### config.mk
export PLATFORM = sky130hd
export DESIGN_NAME = shift_rx
export DESIGN_NICKNAME = d
export VERILOG_FILES = /design/src/rtl/shift_pkg.sv /design/src/rtl/shift_rx_ctrl.sv /design/src/rtl/shift_rx.sv
export SDC_FILE = /design/constraint.sdc
export NUM_CORES = 1
export LEC_CHECK = 0
export CAP_MARGIN = 20
export CORE_MARGIN = 2
export CORE_UTILIZATION = 30
export DETAILED_ROUTE_END_ITERATION = 10
export PLACE_DENSITY = 0.59
export RECOVER_POWER = 25
export SLEW_MARGIN = 20
export SYNTH_ARGS = -nofsm -noshare
export SYNTH_HDL_FRONTEND = slang
export SYNTH_SLANG_ARGS = --single-unit
### constraint.sdc
create_clock -name clk -period 1.99 [get_ports clk]
set_input_delay 0.398 -clock clk [delete_from_list [all_inputs] [get_ports clk]]
set_output_delay 0.398 -clock clk [all_outputs]
set_load 0.005 [all_outputs]
### src/rtl/shift_pkg.sv
// Shared definitions for the serial shift link: default word size,
// direction encodings and receiver FSM states.
package shift_pkg;
  localparam int WIDTH_DEF = 8;

  localparam logic DIR_LSB_FIRST = 1'b0;
  localparam logic DIR_MSB_FIRST = 1'b1;

  typedef enum logic {
    RX_IDLE  = 1'b0,
    RX_SHIFT = 1'b1
  } rx_state_e;
endpackage

### src/rtl/shift_rx_ctrl.sv
// Receiver sequencing: FSM, bit counter, per-word direction latch and the
// single-cycle completion pulse for the word being assembled.
module shift_rx_ctrl
  import shift_pkg::*;
#(
  parameter int WIDTH = WIDTH_DEF,
  parameter int CW    = $clog2(WIDTH)
) (
  input  logic clk,
  input  logic reset_n,
  input  logic sin_valid_i,
  input  logic msb_first_i,
  input  logic frame_start_i,
  output logic first_o,
  output logic dir_o,
  output logic done_o,
  output logic busy_o
);
  rx_state_e       state_q, state_d;
  logic [CW-1:0]   cnt_q, cnt_d;
  logic            dir_q, dir_d;

  always_comb begin
    state_d = state_q;
    cnt_d   = cnt_q;
    dir_d   = dir_q;
    first_o = 1'b0;
    done_o  = 1'b0;
    if (frame_start_i) begin
      state_d = RX_IDLE;
      cnt_d   = '0;
    end
    if (sin_valid_i) begin
      // A bit arriving with Frame_start opens a fresh word.
      if (frame_start_i || state_q == RX_IDLE) begin
        first_o = 1'b1;
        dir_d   = msb_first_i;
        cnt_d   = CW'(1);
        state_d = RX_SHIFT;
      end else if (cnt_q == CW'(WIDTH-1)) begin
        done_o  = 1'b1;
        cnt_d   = '0;
        state_d = RX_IDLE;
      end else begin
        cnt_d = cnt_q + 1'b1;
      end
    end
    dir_o = first_o ? msb_first_i : dir_q;
  end

  always_ff @(posedge clk or negedge reset_n) begin
    if (!reset_n) begin
      state_q <= RX_IDLE;
      cnt_q   <= '0;
      dir_q   <= DIR_LSB_FIRST;
    end else begin
      state_q <= state_d;
      cnt_q   <= cnt_d;
      dir_q   <= dir_d;
    end
  end

  assign busy_o = (cnt_q != '0);
endmodule

### src/rtl/shift_rx.sv
// Serial-in/parallel-out receiver: assembles WIDTH-bit words and presents
// them on a valid/ready holding register with sticky overrun reporting.
module shift_rx
  import shift_pkg::*;
#(
  parameter int WIDTH = WIDTH_DEF,
  parameter int CW    = $clog2(WIDTH)
) (
  input  logic             clk,
  input  logic             reset_n,
  input  logic             Sin,
  input  logic             Sin_valid,
  input  logic             Msb_first,
  input  logic             Frame_start,
  output logic [WIDTH-1:0] Pout,
  output logic             Pout_valid,
  input  logic             Pout_ready,
  output logic             Busy,
  output logic             Overrun,
  input  logic             Clr_ovr
);
  logic             first, dir, done;
  logic [WIDTH-1:0] sr_q, sr_d, base, shifted;
  logic [WIDTH-1:0] pout_q, pout_d;
  logic             pv_q, pv_d, ovr_q, ovr_d;

  shift_rx_ctrl #(.WIDTH(WIDTH), .CW(CW)) u_ctrl (
    .clk          (clk),
    .reset_n      (reset_n),
    .sin_valid_i  (Sin_valid),
    .msb_first_i  (Msb_first),
    .frame_start_i(Frame_start),
    .first_o      (first),
    .dir_o        (dir),
    .done_o       (done),
    .busy_o       (Busy)
  );

  // First bit shifts into an empty register so stale bits never leak in.
  always_comb begin
    base    = first ? '0 : sr_q;
    shifted = (dir == DIR_MSB_FIRST) ? {base[WIDTH-2:0], Sin}
                                     : {Sin, base[WIDTH-1:1]};
    sr_d = sr_q;
    if (Frame_start) sr_d = '0;
    if (Sin_valid)   sr_d = shifted;
  end

  always_comb begin
    pout_d = pout_q;
    pv_d   = pv_q;
    ovr_d  = ovr_q;
    if (Clr_ovr)           ovr_d = 1'b0;
    if (pv_q & Pout_ready) pv_d  = 1'b0;
    if (done) begin
      if (!pv_q || Pout_ready) begin
        pout_d = shifted;
        pv_d   = 1'b1;
      end else begin
        ovr_d = 1'b1;
      end
    end
  end

  always_ff @(posedge clk or negedge reset_n) begin
    if (!reset_n) begin
      sr_q   <= '0;
      pout_q <= '0;
      pv_q   <= 1'b0;
      ovr_q  <= 1'b0;
    end else begin
      sr_q   <= sr_d;
      pout_q <= pout_d;
      pv_q   <= pv_d;
      ovr_q  <= ovr_d;
    end
  end

  assign Pout       = pout_q;
  assign Pout_valid = pv_q;
  assign Overrun    = ovr_q;
endmodule

* Word level (Yosys, flattened, before mapping)
Cells that the tools add are included.
** Word-level totals
- Register bits :: 23
- Input bits :: 8
- Output and inout bits :: 11
** Operators by class
- Multiplexer cells :: 24
- Equality and inequality tests :: 1
- Bitwise operators :: 2
- Reduce and logical (&&, ||, !) cells :: 7
- Add/sub/neg operators :: 1
** Operators by type and width (count)
- 8-bit 2-to-1 mux :: 4
- 1-bit 2-to-1 mux :: 16
- 3-bit 2-to-1 mux :: 4
- 2-bit AND reduction :: 2
- 3-bit by 1-bit adder with 3-bit output (second input constant) :: 1
- 3-bit == test (second input constant) :: 1
- 3-bit nonzero test :: 1
- 1-bit logical OR :: 2
- 2-bit nonzero test :: 1
- 1-bit bitwise AND :: 1
- 1-bit logical NOT :: 1
- 1-bit NOT :: 1

* Depth between registers and ports, before layout
Gate-level depths: netlist of run 1.
- Word-level depth :: 7
- Depth in mapped cells :: 8
- Mapped depth without buffers :: 6

* By module
Synthesis of run 1 repeated with hierarchy kept, for this count alone.
** Unflattened totals
- Cell total of the unflattened synthesis :: 95
- Area total of the unflattened synthesis :: 1117.3 um^2
** Modules (own cells, without submodules)
- shift_rx :: seq. area each 450.4 um^2, times used 1, area each 829.5 um^2, cells each 68
- shift_rx_ctrl :: seq. area each 125.1 um^2, times used 1, area each 287.8 um^2, cells each 27

* Worst setup path before layout of run 1
Ideal clock, no wire load.
- Path type :: register to register
- Start point :: register u_ctrl.cnt_q[0]
- End point :: register pout_q[0], in the netlist Pout[0]
- Path slack :: 0.404 ns
- Data required time :: 1.871 ns
- Stages on the path, launching flop included :: 8
- Arrival :: 1.467 ns
- Buffers on the path :: 1
- Path through :: dfrtp_1 ha_1 ha_1 nand4b_4 nand2b_4 buf_6 mux2i_1 a21bo_1
** On the way
- Word-level cells in the longest chain between the ends :: 5
** Ends and longest elaborated chain
- start: declaration :: RTL line shift_rx_ctrl.sv:20 : logic [CW-1:0] cnt_q, cnt_d;
- start signal: assignment :: RTL line shift_rx_ctrl.sv:58 : cnt_q <= cnt_d;
- 3-bit == test :: RTL line shift_rx_ctrl.sv:40 : end else if (cnt_q == CW'(WIDTH-1)) begin
- 1-bit 2-to-1 mux :: RTL line shift_rx_ctrl.sv:40
- 1-bit 2-to-1 mux :: RTL line shift_rx_ctrl.sv:35 : if (frame_start_i || state_q == RX_IDLE) begin
- 1-bit 2-to-1 mux :: RTL line shift_rx_ctrl.sv:33 : if (sin_valid_i) begin
- 2-bit AND reduction (no line)
- end signal: assignment :: RTL line shift_rx.sv:73 : pout_q <= pout_d;
- end: declaration :: RTL line shift_rx.sv:24 : logic [WIDTH-1:0] pout_q, pout_d;
Every way passes these cells.
A chain may end at the register's enable or synchronous reset.

* Worst setup path after layout of run 1
- Start point :: register u_ctrl.cnt_q[0]
- End point :: output port Busy
** On the way
- Word-level cells in the longest chain between the ends :: 1
** Ends and longest elaborated chain
- 3-bit nonzero test :: RTL line shift_rx_ctrl.sv:63 : assign busy_o = (cnt_q != '0);
- end: declaration :: RTL line shift_rx.sv:18 : output logic Busy,
Every way passes these cells.

==> results of run 1 <==
state kept, by name (all words and copies together) (netlist names):
| register | cells |
|---|---|
| Pout_valid | 1 |
| u_ctrl.cnt_q | 3 |
| u_ctrl.state_q | 1 |
| sr_q | 8 |
| Pout | 8 |
| u_ctrl.dir_q | 1 |
| Overrun | 1 |
worst max-delay path, delay by kind of cell (launching register included):
| family | cells | cell delay [ns] |
|---|---|---|
| buf+inv | 2 | 0.55 |
| flops | 1 | 0.40 |
| fa+ha+maj | 1 | 0.18 |
| simple gates | 1 | 0.06 |
through the flow:
stage,hold slack [ns],util [%]
after CTS,0.488,39.5
after floorplan,0.102,-
final,0.480,39.4
after detailed placement,0.471,38.2
after global placement,0.464,38.2
after global routing,0.502,39.4
power breakdown:
part	switching, mW	leakage [nW]	internal [mW]
Combinational	0.0512	0.337	0.0532
Clock	0.151	0.0255	0.140
Sequential	0.0181	0.312	0.479
Yosys cell counts, drive strengths merged:
master / instances / share of area [%]
o21ai: 11 / 4.7
and2: 1 / 0.54
dfrtp: 23 / 49
nor2b: 8 / 4.3
a21boi: 2 / 1.3
nor2: 9 / 2.9
inv: 4 / 1.3
nand3: 2 / 0.86
a21bo: 1 / 0.86
nand2b: 6 / 4.1
a22o: 2 / 1.5
ha: 3 / 3.2
clkbuf: 3 / 0.97
mux2i: 1 / 0.86
mux2: 7 / 6.8
nand2: 16 / 5.4
a2bb2oi: 1 / 0.75
o21a: 1 / 0.64
o22ai: 1 / 0.54
a21oi: 9 / 3.9
buf: 4 / 2.5
nand4b: 2 / 2.8
path summary, 6_finish.rpt:
kind,from,to,cells past startpoint
hold / removal,Pout[3]$_DFFE_PN0P_,Pout[3]$_DFFE_PN0P_,2
setup reg to reg,u_ctrl.cnt_q[0]$_DFFE_PN0P_,Pout[0]$_DFFE_PN0P_,7
max in group asynchronous,reset_n,Pout[4]$_DFFE_PN0P_,2
setup / recovery,u_ctrl.cnt_q[0]$_DFFE_PN0P_,Busy,4
min in group asynchronous,reset_n,u_ctrl.cnt_q[2]$_DFFE_PN0P_,2
hold reg to reg,Pout[3]$_DFFE_PN0P_,Pout[3]$_DFFE_PN0P_,2
kinds of logic (layout without fill, tap and decap cells):
| logic type | Yosys count | count (layout) | synth area share [%] |
|---|---|---|---|
| buffers and inverters | 11 | 32 | 4.73 |
| AO/OA/AOI/OAI | 28 | 28 | 14.2 |
| multiplexers | 8 | 8 | 7.63 |
| flip-flops | 23 | 23 | 49.4 |
| adder cells (fa/ha/maj) | 3 | 3 | 3.22 |
| AND/OR/NAND/NOR | 44 | 44 | 20.8 |
layer usage:
metal  GRT usage (%)  up-vias  wire, um
li1                -      435         -
met1            16.1      423      1060
met2            18.9       19      1100
met3            3.58        6       112
met4            5.61        0        61
met5               0        -         0
cell type report:
cell class / count / area (um2) / share of cell area, %
Clock inverter: 1 / 5.00 / 0.345
Inverter: 4 / 15.0 / 1.03
Clock buffer: 3 / 41.3 / 2.84
Multi-Input combinational cell: 83 / 534 / 36.8
Sequential cell: 23 / 576 / 39.6
Tap cell: 48 / 60.1 / 4.13
Timing Repair Buffer: 24 / 221 / 15.2
==> impl_metrics.env, run 1 <==
export IMPL_overflow=0
export IMPL_min_path_type="register to register"
export IMPL_clk_latency_ns=0.27
export IMPL_start_kind="register"
export IMPL_critPathMaxFanout=4
export IMPL_period_needed_ns=1.85
export IMPL_wl_per_cell_um=12.6
export IMPL_outcome="finished, final reports clean"
export IMPL_fin_area_mm2=0.00145
export IMPL_grt_pass1_wl_mm=3.97
export IMPL_die_h_um=66.3
export IMPL_final_cell_mix="dfrtp_1 (23), clkdlybuf4s50_1 (17), nand2_1 (15), o21ai_0 (11)"
export IMPL_syn_area_mm2=0.00116
export IMPL_finalSetupTns_ns=0
export IMPL_wl_mm=2.34
export IMPL_peakVddDrop_mv=0.479
export IMPL_critPathArrivalTime_ns=1.46
export IMPL_grt_usage_pct=12.4
export IMPL_rows=22
export IMPL_leakage_nw=0.674
export IMPL_maxCapViolations=0
export IMPL_cts_buffers=3
export IMPL_cp_required_ns=1.59
export IMPL_rsz0062_at_grt="no"
export IMPL_hold_viol=0
export IMPL_final_net_count=150
export IMPL_cts_root_buf="clkbuf_8"
export IMPL_die_area_mm2=0.00440
export IMPL_path_cells="inv_1 > ha_1 > nand2b_1 > clkdlybuf4s50_1"
export IMPL_worst_slew_pin_slew_ns=1.22
export IMPL_endpoint_kind="primary output"
export IMPL_die_w_um=66.3
export IMPL_port_buffers=18
export IMPL_drc=0
export IMPL_cts_max_level=1
export IMPL_slew_headroom_pct=18.9
export IMPL_core_area_mm2=0.00369
export IMPL_power_total_mw=0.892
export IMPL_drtIter0Drc=30
export IMPL_drt_pass1_iterations=4
export IMPL_fill_cells=380
export IMPL_synth_seq_cells=23
export IMPL_yosysWarnings=0
export IMPL_synth_distinct_cells=28
export IMPL_diodes=0
export IMPL_cts_resized=0
export IMPL_post_place_cells=182
export IMPL_final_common_cell="dfrtp_1"
export IMPL_dp_slack_ns=0.0949
export IMPL_drive_gt1_share_pct=14.5
export IMPL_path_clk_slew_ns=0.08
export IMPL_critPathKind="register to primary output"
export IMPL_place_gp_congestion=0.820
export IMPL_cts_setup_buffers=0
export IMPL_ant_nets=0
export IMPL_antenna_found_initial=0
export IMPL_vias_per_cell=4.75
export IMPL_clock_path_buffers=2
export IMPL_setup_viol=0
export IMPL_cts_tree="built"
export IMPL_grt_max_degree=24
export IMPL_grt_pass1_vias=835
export IMPL_avgSynthCellArea_um2=9.96
export IMPL_p_per_area_mw_per_mm2=614
export IMPL_drv_slew=0
export IMPL_cts_sinks=23
export IMPL_postSynthNetCount=128
export IMPL_period_share_pct=93.2
export IMPL_start_util_pct=31.6
export IMPL_setup_slack_ns=0.136
export IMPL_max_stage_delay_ns=0.49
export IMPL_fin_cells=186
export IMPL_syn_inst=117
export IMPL_maxClockFrequency_mhz=539
export IMPL_skew_ns=0.00143
export IMPL_yosysSeqAreaShare_pct=49.4
export IMPL_critPathSlowestCell="clkdlybuf4s50_1"
export IMPL_syn_to_final_growth_pct=24.7
export IMPL_holdBufCountCts=0
export IMPL_ios=19
export IMPL_r2r_slack_ns=0.36
export IMPL_dpl_cell_area_mm2=0.00141
export IMPL_vias=883
export IMPL_hpwl_mm=1.80
No activity file was read; power rests on OpenSTA's default activity.
==> inputs of run 2 (changes only) <==
--- a/config.mk
+++ b/config.mk
@@ -6,11 +6,11 @@
 export NUM_CORES = 1
 export LEC_CHECK = 0
 export CAP_MARGIN = 20
-export CORE_MARGIN = 2
 export CORE_UTILIZATION = 30
 export DETAILED_ROUTE_END_ITERATION = 10
 export PLACE_DENSITY = 0.59
 export RECOVER_POWER = 25
+export SKIP_CTS_REPAIR_TIMING = 1
 export SLEW_MARGIN = 20
 export SYNTH_ARGS = -nofsm -noshare
 export SYNTH_HDL_FRONTEND = slang
==> run 2 against run 1 <==
Against the previous run: global-route usage rose by 0.15 points; largest cell class unchanged; die area decreased by 5.9%; sequential power about the same; highest routed layer unchanged; critical path type unchanged.
==> impl_metrics.env, run 2 (synthesized netlist as in run 1, its figures left out) <==
export IMPL_outcome="finished, final reports clean"
export IMPL_core_area_mm2=0.00369
export IMPL_rows=22
export IMPL_maxCapViolations=0
export IMPL_dp_slack_ns=0.173
export IMPL_drt_pass1_iterations=4
export IMPL_drive_gt1_share_pct=13.2
export IMPL_maxClockFrequency_mhz=538
export IMPL_cp_required_ns=1.59
export IMPL_wl_per_cell_um=11.9
export IMPL_critPathArrivalTime_ns=1.46
export IMPL_drc=0
export IMPL_hpwl_mm=1.63
export IMPL_final_cell_mix="dfrtp_1 (23), clkdlybuf4s50_1 (17), nand2_1 (15), o21ai_0 (11)"
export IMPL_clk_latency_ns=0.26
export IMPL_place_gp_congestion=0.804
export IMPL_p_per_area_mw_per_mm2=613
export IMPL_grt_usage_pct=12.5
export IMPL_drv_slew=0
export IMPL_diodes=0
export IMPL_critPathKind="register to primary output"
export IMPL_cts_tree="built"
export IMPL_clock_path_buffers=2
export IMPL_start_kind="register"
export IMPL_period_needed_ns=1.86
export IMPL_final_common_cell="dfrtp_1"
export IMPL_die_area_mm2=0.00414
export IMPL_rsz0062_at_grt="no"
export IMPL_peakVddDrop_mv=0.297
export IMPL_vias_per_cell=4.64
export IMPL_critPathSlowestCell="clkdlybuf4s50_1"
export IMPL_hold_viol=0
export IMPL_slew_headroom_pct=17.9
export IMPL_vias=854
export IMPL_path_cells="inv_1 > ha_1 > nand2b_1 > clkdlybuf4s50_1"
export IMPL_max_stage_delay_ns=0.49
export IMPL_cpLargestDelayFamily="buffers and inverters"
export IMPL_die_w_um=64.3
export IMPL_wl_mm=2.18
export IMPL_syn_to_final_growth_pct=23.4
export IMPL_path_clk_slew_ns=0.08
export IMPL_cts_max_level=1
export IMPL_grt_pass1_vias=827
export IMPL_worst_slew_pin_slew_ns=1.23
export IMPL_antenna_found_initial=0
export IMPL_setup_viol=0
export IMPL_cts_sinks=23
export IMPL_grt_pass1_wl_mm=3.91
export IMPL_endpoint_kind="primary output"
export IMPL_finalSetupTns_ns=0
export IMPL_ant_nets=0
export IMPL_cts_root_buf="clkbuf_8"
export IMPL_grt_max_degree=24
export IMPL_cts_buffers=3
export IMPL_period_share_pct=93.5
export IMPL_min_path_type="register to register"
export IMPL_start_util_pct=31.6
export IMPL_die_h_um=64.3
export IMPL_leakage_nw=0.665
export IMPL_overflow=0
export IMPL_path_buf_inv=2
export IMPL_final_net_count=148
export IMPL_port_buffers=18
export IMPL_drtIter0Drc=32
export IMPL_critPathMaxFanout=4
export IMPL_skew_ns=0.00727
export IMPL_holdWs_ns=0.485
export IMPL_setup_slack_ns=0.130
export IMPL_ios=19
## run 2: worst reg2reg max path, cell delays in order (launching register included)
cell	delay, ns
dfrtp_1	0.42
ha_1	0.21
ha_1	0.23
nand4b_4	0.12
nand2b_4	0.22
mux2i_1	0.19
a21bo_1	0.21
## run 2: final cells by class
class                           instances  area (um2)
Fill cell                             379        2250
Sequential cell                        23         576
Multi-Input combinational cell         83         534
Timing Repair Buffer                   22         206
Tap cell                               48        60.1
Clock buffer                            3        41.3
Inverter                                4        15.0
Clock inverter                          1        5.00
## run 2: per-stage QoR
step	utilization (%)	power [mW]	cells	cell area [um2]
floorplan	-	0.563	117	1160
global placement	37.8	0.608	180	1400
detailed placement	37.8	0.611	180	1400
CTS	39.1	0.900	184	1440
global route	39.0	0.936	184	1440
finish	39.0	0.882	184	1440
## run 2: path summary, 6_finish.rpt
check	from	endpoint	slack, ns	cells after the start
worst max-delay path	u_ctrl.cnt_q[0]$_DFFE_PN0P_	Busy	0.13	4
worst min-delay path	Pout[4]$_DFFE_PN0P_	Pout[4]$_DFFE_PN0P_	0.48	2
worst min register to register	Pout[4]$_DFFE_PN0P_	Pout[4]$_DFFE_PN0P_	0.48	2
max in group asynchronous	reset_n	sr_q[3]$_DFFE_PN0P_	0.35	2
min in group asynchronous	reset_n	u_ctrl.dir_q$_DFFE_PN0P_	0.91	2
worst max register to register	u_ctrl.cnt_q[0]$_DFFE_PN0P_	Pout[0]$_DFFE_PN0P_	0.30	6
## run 2: routing by layer
layer	global-route usage, %	vias up	share of wire (%)
li1	-	430	-
met1	17.0	399	51
met2	18.4	21	44
met3	4.29	4	4.0
met4	4.17	0	1.4
met5	0	-	0
## run 2: power breakdown
part           leakage [nW]  internal [mW]  switching [mW]  total, mW
Combinational         0.328         0.0522          0.0494      0.102
Sequential            0.312          0.479          0.0184      0.498
Clock                0.0255          0.140           0.143      0.283
Total                 0.665          0.671           0.211      0.882
